## src/rtl/jedro_1_decoder.sv

```systemverilog
// jedro_1_decoder: single-issue RV32I instruction decoder with a one-cycle
// registered output stage, an LSU handshake stall and a halt-on-illegal state.
// Optional CSR decoding is enabled by defining JEDRO_1_DECODER_CSR_EN.
module jedro_1_decoder (
    input  logic        clk_i,
    input  logic        rstn_i,
    input  logic [31:0] instr_i,
    input  logic [31:0] addr_i,
    input  logic        valid_i,
    output logic        ready_o,
    input  logic        flush_i,
    output logic        out_valid_o,
    output logic [31:0] pc_o,
    output logic [4:0]  rs1_o,
    output logic [4:0]  rs2_o,
    output logic [4:0]  rd_o,
    output logic        rd_we_o,
    output logic [31:0] imm_o,
    output logic        use_imm_o,
    output logic [3:0]  alu_sel_o,
    output logic        branch_o,
    output logic        jal_o,
    output logic        jalr_o,
    output logic [3:0]  lsu_ctrl_o,
    output logic        illegal_instr_o,
    output logic        lsu_req_o,
    input  logic        lsu_done_i
`ifdef JEDRO_1_DECODER_CSR_EN
    ,
    output logic [11:0] csr_addr_o,
    output logic [2:0]  csr_op_o,
    output logic        csr_o
`endif
);

    localparam logic [6:0] OPC_LUI      = 7'b0110111;
    localparam logic [6:0] OPC_AUIPC    = 7'b0010111;
    localparam logic [6:0] OPC_JAL      = 7'b1101111;
    localparam logic [6:0] OPC_JALR     = 7'b1100111;
    localparam logic [6:0] OPC_BRANCH   = 7'b1100011;
    localparam logic [6:0] OPC_LOAD     = 7'b0000011;
    localparam logic [6:0] OPC_STORE    = 7'b0100011;
    localparam logic [6:0] OPC_OP_IMM   = 7'b0010011;
    localparam logic [6:0] OPC_OP       = 7'b0110011;
    localparam logic [6:0] OPC_MISC_MEM = 7'b0001111;
    localparam logic [6:0] OPC_SYSTEM   = 7'b1110011;

    typedef enum logic [1:0] {RUN, LSU_WAIT, HALT} state_e;

    state_e state_q, state_d;

    logic [6:0]  opcode;
    logic [2:0]  funct3;
    logic [6:0]  funct7;
    logic [31:0] imm_i, imm_s, imm_b, imm_u, imm_j;
    logic        accept;

    // combinational decode results
    logic        dec_rd_we, dec_use_imm, dec_branch, dec_jal, dec_jalr;
    logic        dec_lsu, dec_illegal;
    logic [31:0] dec_imm;
    logic [3:0]  dec_alu_sel, dec_lsu_ctrl;
`ifdef JEDRO_1_DECODER_CSR_EN
    logic        dec_csr;
`endif

    // output register stage
    logic        out_valid_q, out_valid_d;
    logic [31:0] pc_q, pc_d;
    logic [4:0]  rs1_q, rs1_d, rs2_q, rs2_d, rd_q, rd_d;
    logic        rd_we_q, rd_we_d;
    logic [31:0] imm_q, imm_d;
    logic        use_imm_q, use_imm_d;
    logic [3:0]  alu_sel_q, alu_sel_d;
    logic        branch_q, branch_d, jal_q, jal_d, jalr_q, jalr_d;
    logic [3:0]  lsu_ctrl_q, lsu_ctrl_d;
    logic        illegal_q, illegal_d;
    logic        lsu_req_q, lsu_req_d;
`ifdef JEDRO_1_DECODER_CSR_EN
    logic [11:0] csr_addr_q, csr_addr_d;
    logic [2:0]  csr_op_q, csr_op_d;
    logic        csr_q, csr_d;
`endif

    assign opcode = instr_i[6:0];
    assign funct3 = instr_i[14:12];
    assign funct7 = instr_i[31:25];
    assign imm_i  = {{20{instr_i[31]}}, instr_i[31:20]};
    assign imm_s  = {{20{instr_i[31]}}, instr_i[31:25], instr_i[11:7]};
    assign imm_b  = {{19{instr_i[31]}}, instr_i[31], instr_i[7], instr_i[30:25], instr_i[11:8], 1'b0};
    assign imm_u  = {instr_i[31:12], 12'b0};
    assign imm_j  = {{11{instr_i[31]}}, instr_i[31], instr_i[19:12], instr_i[20], instr_i[30:21], 1'b0};

    assign accept = valid_i & ready_o & ~flush_i;

    // FSM state register
    always_ff @(posedge clk_i or negedge rstn_i) begin
        if (!rstn_i) state_q <= RUN;
        else         state_q <= state_d;
    end

    // FSM next-state: LSU accesses stall until done, illegal halts until flush
    always_comb begin
        state_d = state_q;
        unique case (state_q)
            RUN: begin
                if (accept) begin
                    if (dec_illegal)  state_d = HALT;
                    else if (dec_lsu) state_d = LSU_WAIT;
                end
            end
            LSU_WAIT: if (lsu_done_i) state_d = RUN;
            HALT:     if (flush_i)    state_d = RUN;
            default:  state_d = RUN;
        endcase
    end

    // FSM output: accept only in RUN and never while reset is asserted
    always_comb begin
        ready_o = (state_q == RUN) & rstn_i;
    end

    // Instruction decode of the word currently on instr_i
    always_comb begin
        dec_rd_we    = 1'b0;
        dec_use_imm  = 1'b0;
        dec_branch   = 1'b0;
        dec_jal      = 1'b0;
        dec_jalr     = 1'b0;
        dec_lsu      = 1'b0;
        dec_illegal  = 1'b0;
        dec_imm      = '0;
        dec_alu_sel  = '0;
        dec_lsu_ctrl = '0;
`ifdef JEDRO_1_DECODER_CSR_EN
        dec_csr      = 1'b0;
`endif
        case (opcode)
            OPC_LUI, OPC_AUIPC: begin
                dec_imm     = imm_u;
                dec_use_imm = 1'b1;
                dec_rd_we   = 1'b1;
            end
            OPC_JAL: begin
                dec_imm   = imm_j;
                dec_jal   = 1'b1;
                dec_rd_we = 1'b1;
            end
            OPC_JALR: begin
                dec_imm     = imm_i;
                dec_use_imm = 1'b1;
                dec_jalr    = 1'b1;
                dec_rd_we   = 1'b1;
                if (funct3 != 3'b000) dec_illegal = 1'b1;
            end
            OPC_BRANCH: begin
                dec_imm     = imm_b;
                dec_branch  = 1'b1;
                dec_alu_sel = {1'b0, funct3};
                if (funct3 == 3'b010 || funct3 == 3'b011) dec_illegal = 1'b1;
            end
            OPC_LOAD: begin
                dec_imm      = imm_i;
                dec_use_imm  = 1'b1;
                dec_rd_we    = 1'b1;
                dec_lsu      = 1'b1;
                dec_lsu_ctrl = {1'b0, funct3};
                if (funct3 == 3'b011 || funct3 == 3'b110 || funct3 == 3'b111) dec_illegal = 1'b1;
            end
            OPC_STORE: begin
                dec_imm      = imm_s;
                dec_use_imm  = 1'b1;
                dec_lsu      = 1'b1;
                dec_lsu_ctrl = {1'b1, funct3};
                if (funct3[2] || funct3 == 3'b011) dec_illegal = 1'b1;
            end
            OPC_OP_IMM: begin
                dec_imm     = imm_i;
                dec_use_imm = 1'b1;
                dec_rd_we   = 1'b1;
                dec_alu_sel = {1'b0, funct3};
                if (funct3 == 3'b001) begin
                    if (funct7 != 7'b0000000) dec_illegal = 1'b1;
                end else if (funct3 == 3'b101) begin
                    dec_alu_sel = {funct7[5], funct3};
                    if (funct7 != 7'b0000000 && funct7 != 7'b0100000) dec_illegal = 1'b1;
                end
            end
            OPC_OP: begin
                dec_rd_we   = 1'b1;
                dec_alu_sel = {funct7[5], funct3};
                if (funct7 == 7'b0100000) begin
                    if (funct3 != 3'b000 && funct3 != 3'b101) dec_illegal = 1'b1;
                end else if (funct7 != 7'b0000000) begin
                    dec_illegal = 1'b1;
                end
            end
            OPC_MISC_MEM: begin
                if (funct3 != 3'b000) dec_illegal = 1'b1;
            end
            OPC_SYSTEM: begin
`ifdef JEDRO_1_DECODER_CSR_EN
                if (funct3 == 3'b000 || funct3 == 3'b100) begin
                    dec_illegal = 1'b1;
                end else begin
                    dec_csr   = 1'b1;
                    dec_imm   = imm_i;
                    dec_rd_we = 1'b1;
                end
`else
                dec_illegal = 1'b1;
`endif
            end
            default: dec_illegal = 1'b1;
        endcase
        // illegal words must have no architectural side effects
        if (dec_illegal) begin
            dec_rd_we  = 1'b0;
            dec_lsu    = 1'b0;
            dec_branch = 1'b0;
            dec_jal    = 1'b0;
            dec_jalr   = 1'b0;
`ifdef JEDRO_1_DECODER_CSR_EN
            dec_csr    = 1'b0;
`endif
        end
        if (instr_i[11:7] == 5'd0) dec_rd_we = 1'b0;
    end

    // Output stage next values: load on accept, else hold with one-cycle pulses cleared
    always_comb begin
        out_valid_d = 1'b0;
        lsu_req_d   = 1'b0;
        pc_d        = pc_q;
        rs1_d       = rs1_q;
        rs2_d       = rs2_q;
        rd_d        = rd_q;
        rd_we_d     = rd_we_q;
        imm_d       = imm_q;
        use_imm_d   = use_imm_q;
        alu_sel_d   = alu_sel_q;
        branch_d    = branch_q;
        jal_d       = jal_q;
        jalr_d      = jalr_q;
        lsu_ctrl_d  = lsu_ctrl_q;
        illegal_d   = illegal_q;
`ifdef JEDRO_1_DECODER_CSR_EN
        csr_addr_d  = csr_addr_q;
        csr_op_d    = csr_op_q;
        csr_d       = csr_q;
`endif
        if (accept) begin
            out_valid_d = 1'b1;
            lsu_req_d   = dec_lsu;
            pc_d        = addr_i;
            rs1_d       = instr_i[19:15];
            rs2_d       = instr_i[24:20];
            rd_d        = instr_i[11:7];
            rd_we_d     = dec_rd_we;
            imm_d       = dec_imm;
            use_imm_d   = dec_use_imm;
            alu_sel_d   = dec_alu_sel;
            branch_d    = dec_branch;
            jal_d       = dec_jal;
            jalr_d      = dec_jalr;
            lsu_ctrl_d  = dec_lsu_ctrl;
            illegal_d   = dec_illegal;
`ifdef JEDRO_1_DECODER_CSR_EN
            csr_addr_d  = instr_i[31:20];
            csr_op_d    = funct3;
            csr_d       = dec_csr;
`endif
        end else if (state_q == HALT && flush_i) begin
            illegal_d = 1'b0;
        end
    end

    // Output stage registers
    always_ff @(posedge clk_i or negedge rstn_i) begin
        if (!rstn_i) begin
            out_valid_q <= 1'b0;
            lsu_req_q   <= 1'b0;
            pc_q        <= '0;
            rs1_q       <= '0;
            rs2_q       <= '0;
            rd_q        <= '0;
            rd_we_q     <= 1'b0;
            imm_q       <= '0;
            use_imm_q   <= 1'b0;
            alu_sel_q   <= '0;
            branch_q    <= 1'b0;
            jal_q       <= 1'b0;
            jalr_q      <= 1'b0;
            lsu_ctrl_q  <= '0;
            illegal_q   <= 1'b0;
`ifdef JEDRO_1_DECODER_CSR_EN
            csr_addr_q  <= '0;
            csr_op_q    <= '0;
            csr_q       <= 1'b0;
`endif
        end else begin
            out_valid_q <= out_valid_d;
            lsu_req_q   <= lsu_req_d;
            pc_q        <= pc_d;
            rs1_q       <= rs1_d;
            rs2_q       <= rs2_d;
            rd_q        <= rd_d;
            rd_we_q     <= rd_we_d;
            imm_q       <= imm_d;
            use_imm_q   <= use_imm_d;
            alu_sel_q   <= alu_sel_d;
            branch_q    <= branch_d;
            jal_q       <= jal_d;
            jalr_q      <= jalr_d;
            lsu_ctrl_q  <= lsu_ctrl_d;
            illegal_q   <= illegal_d;
`ifdef JEDRO_1_DECODER_CSR_EN
            csr_addr_q  <= csr_addr_d;
            csr_op_q    <= csr_op_d;
            csr_q       <= csr_d;
`endif
        end
    end

    assign out_valid_o     = out_valid_q;
    assign lsu_req_o       = lsu_req_q;
    assign pc_o            = pc_q;
    assign rs1_o           = rs1_q;
    assign rs2_o           = rs2_q;
    assign rd_o            = rd_q;
    assign rd_we_o         = rd_we_q;
    assign imm_o           = imm_q;
    assign use_imm_o       = use_imm_q;
    assign alu_sel_o       = alu_sel_q;
    assign branch_o        = branch_q;
    assign jal_o           = jal_q;
    assign jalr_o          = jalr_q;
    assign lsu_ctrl_o      = lsu_ctrl_q;
    assign illegal_instr_o = illegal_q;
`ifdef JEDRO_1_DECODER_CSR_EN
    assign csr_addr_o      = csr_addr_q;
    assign csr_op_o        = csr_op_q;
    assign csr_o           = csr_q;
`endif

endmodule

```

## config.mk

```make
export PLATFORM = sky130hd
export DESIGN_NAME = jedro_1_decoder
export DESIGN_NICKNAME = d
export VERILOG_FILES = /design/src/rtl/jedro_1_decoder.sv
export SDC_FILE = /design/constraint.sdc
export NUM_CORES = 1
export LEC_CHECK = 0
export CORE_MARGIN = 3
export CORE_UTILIZATION = 47
export CTS_CLUSTER_DIAMETER = 150
export CTS_CLUSTER_SIZE = 8
export DETAILED_ROUTE_END_ITERATION = 10
export PLACE_DENSITY = 0.85
export SYNTH_ARGS = -nofsm -noshare
export SYNTH_HDL_FRONTEND = slang
export SYNTH_SLANG_ARGS = --single-unit
```

## constraint.sdc

```tcl
create_clock -name clk_i -period 2.6 [get_ports clk_i]
set_clock_uncertainty 0.15 [all_clocks]
set_input_delay 0.52 -clock clk_i [delete_from_list [all_inputs] [get_ports clk_i]]
set_output_delay 0.52 -clock clk_i [all_outputs]
set_load 0.01 [all_outputs]
```

==> impl_metrics.tcl <==
set metrics [dict create \
    run_status "complete, no violations" \
    cp_top_family "buffers and inverters" \
    grt_pass1_wl_um 19900 \
    p_per_area_mw_per_mm2 599 \
    internal_power_w 0.00267 \
    grt_pass1_vias 3951 \
    insertion_delay_ps 340 \
    yosysWarningCount 0 \
    startpoint_type "register" \
    grt_max_degree 68 \
    worst_r2r_startpoint "state_q[1]$_DFFE_PN0P_" \
    vias 3866 \
    synth_cell_types 51 \
    wl_per_cell_um 16.9 \
    maxSlewViolCount 0 \
    syn_avg_cell_area_um2 9.66 \
    die-area_mm2 0.0101 \
    fin_tns_setup_ps 0 \
    core-area_mm2 0.00846 \
    reg2regPathDepth 5 \
    relSlewSlack_pct 45.3 \
    synth-edff-count 0 \
    crit_start "state_q[1]$_DFFE_PN0P_" \
    clkSinkCount 97 \
    timing.fmax_mhz 431 \
    grt_usage_pct 25.0 \
    rsz0062_at_grt "no" \
    antenna_left 0 \
    drc 0 \
    syn-instance-count 435 \
    final_common_cell "nand2_1" \
    cpMaxStageDelayCell "clkdlybuf4s50_1" \
    cp-end-kind "primary output" \
    cts-root-buf "clkbuf_8" \
    cpPeakStageDelay_ps 610 \
    critPathKind "reg -> out" \
    postLayoutCellArea_mm2 0.00629 \
    drtIter0Drc 214 \
    hold_viol 0 \
    fin_cells 729 \
    tritoncts "yes" \
    setup_viol_count_final 0 \
    switching_share_pct 29.2 \
    reg2reg_slack_ps 580 \
    min_period_ps 2320 \
    cts_buffers 9 \
    cp_cell_sequence "nor3b_4, clkdlybuf4s50_1" \
    place.port_buffers 164 \
    placed_cell_area_mm2 0.00611 \
    die_h_um 101 \
    ioPinCount 165 \
    p_switching_w 0.00110 \
    synth_ff_type "dfrtp_1" \
    start_util_pct 49.6 \
    num_rows 33 \
    period_share_pct 89.2 \
    h-tree-depth 3 \
    post-dp-hpwl_um 9400 \
    place_inst 713 \
    die_w_um 101 \
    min-delay-path-class "in -> async" \
    antenna_found_initial 0 \
    viasPerCell 5.30 \
    crit_fanout 4 \
    most-common-layout-cells "nand2_1, clkdlybuf4s50_1, dfrtp_1" \
    clkTransAtPathRegs_ps 100 \
    critical_path_buf_inv_count 1 \
    total_power_w 0.00377 \
    first_pass_iters 5 \
    critPathArrivalTime_ps 1650 \
    worstMarginPinSlew_ps 821 \
    synth_nets 504 \
    gp_congestion 0.919 \
    async_flop_share_pct 100 \
    post_route_cells_drive_above_1_share_pct 10.3 \
    ir_drop_v 0.000302 \
    ys_seq_area_share_pct 57.8 \
    cts_setup_buffers 0 \
    cts_hold_buf 0 \
    crit_required_ps 1930 \
    ys_seq_elements 97 \
    area_delta_synth_final_pct 49.7 \
    maxCapViolCount 0 \
    power_frac_comb_pct 27.2 \
    synth_area_mm2 0.00420 \
    fin_nets 688 \
    wl_um 12300 \
    ctsLongestPathBuffers 2 \
    grt_overflow 0 \
    fin_util_pct 74.3 \
    p_leak_nw 2.93 \
    pwr-share-seq_pct 48.3 \
    pwr-share-clk_pct 24.5 \
    cts_resized 0 \
    rr_endpoint "alu_sel_o[3]$_DFFE_PN0P_" \
    diodes 0 \
]
sequential cells by signal, indices dropped and copies added (netlist names):
name	cells
lsu_ctrl_o	4
rd_we_o	1
use_imm_o	1
jal_o	1
jalr_o	1
imm_o	32
pc_o	32
illegal_instr_o	1
rd_o	5
rs1_o	5
out_valid_o	1
rs2_o	5
lsu_req_o	1
branch_o	1
alu_sel_o	4
state_q	2
per-layer routing:
layer,vias up,global-route usage (%),part of all wire [%]
li1,1837,-,-
met3,24,3.81,6.2
met1,1829,32.8,42
met5,-,0,0
met2,176,41.7,49
met4,0,10.1,3.2
kinds of logic after synthesis:
group | Yosys count | share of synthesized area, %
flops | 97 | 57.8
compound gates | 73 | 13.5
simple gates | 231 | 24.3
buf+inv | 30 | 3.34
mux | 4 | 1.04
worst register-to-register path: stages, from the launching register on:
cell and delay [ps]:
dfrtp_1 440, nor3b_4 260, nand3b_4 270, inv_2 130
buf_4 280, mux2_2 370
stage by stage:
step | hold slack (ps) | setup slack (ps)
finish | 68.7 | 282
global route | 85.3 | 246
CTS | 75.9 | 274
detailed placement | 313 | 65.1
global placement | 307 | 104
floorplan | 74.4 | 598
final cells by class:
type | count | area (um^2)
Sequential cell | 97 | 2430
Fill cell | 628 | 2170
Timing Repair Buffer | 198 | 1890
Multi-Input combinational cell | 308 | 1630
Clock buffer | 10 | 138
Tap cell | 105 | 131
Clock inverter | 6 | 47.5
Inverter | 5 | 18.8
worst max-delay path by stage:
stage          slack, ps                      to  depth (start not counted)
5_1_grt              250                 ready_o                          2
2_1_floorplan        600  state_q[1]$_DFFE_PN0P_                          5
4_1_cts              270                 ready_o                          2
6_report             280                 ready_o                          2
3_5_place_dp          70  state_q[1]$_DFFE_PN0P_                          6
3_3_place_gp         100  state_q[1]$_DFFE_PN0P_                          6
cell usage after synthesis (2+ instances only):
cell | n | area share [%]
o21ai_0 | 9 | 1.1
buf_6 | 2 | 0.54
mux2_2 | 3 | 0.80
dfrtp_1 | 97 | 58
nor2_1 | 25 | 2.2
buf_2 | 10 | 1.2
nand2b_1 | 4 | 0.60
nor2_2 | 2 | 0.30
clkbuf_1 | 13 | 1.2
nand3_1 | 3 | 0.36
o31ai_1 | 3 | 0.54
inv_1 | 5 | 0.45
a31oi_1 | 3 | 0.45
nor2b_1 | 3 | 0.45
nand2_1 | 168 | 15
and3b_1 | 2 | 0.42
o21bai_1 | 2 | 0.36
nor3_1 | 4 | 0.48
or4_1 | 2 | 0.36
a21oi_1 | 16 | 1.9
a221oi_1 | 4 | 0.83
a22o_1 | 13 | 2.7
and2_1 | 2 | 0.30
a221o_1 | 12 | 2.9
or3_1 | 2 | 0.30
power by group through the flow:
| stage | combinational [W] | clock [W] | sequential, W |
|---|---|---|---|
| 5_1_grt | 0.00111 | 0.00103 | 0.00184 |
| 2_1_floorplan | 0.000252 | 0 | 0.00194 |
| 3_3_place_gp | 0.00101 | 0 | 0.00184 |
| 6_report | 0.00102 | 0.000925 | 0.00182 |
| 4_1_cts | 0.00104 | 0.000949 | 0.00182 |
| 3_5_place_dp | 0.00103 | 0 | 0.00185 |
Note: power is estimated with default switching activity, not from simulation.
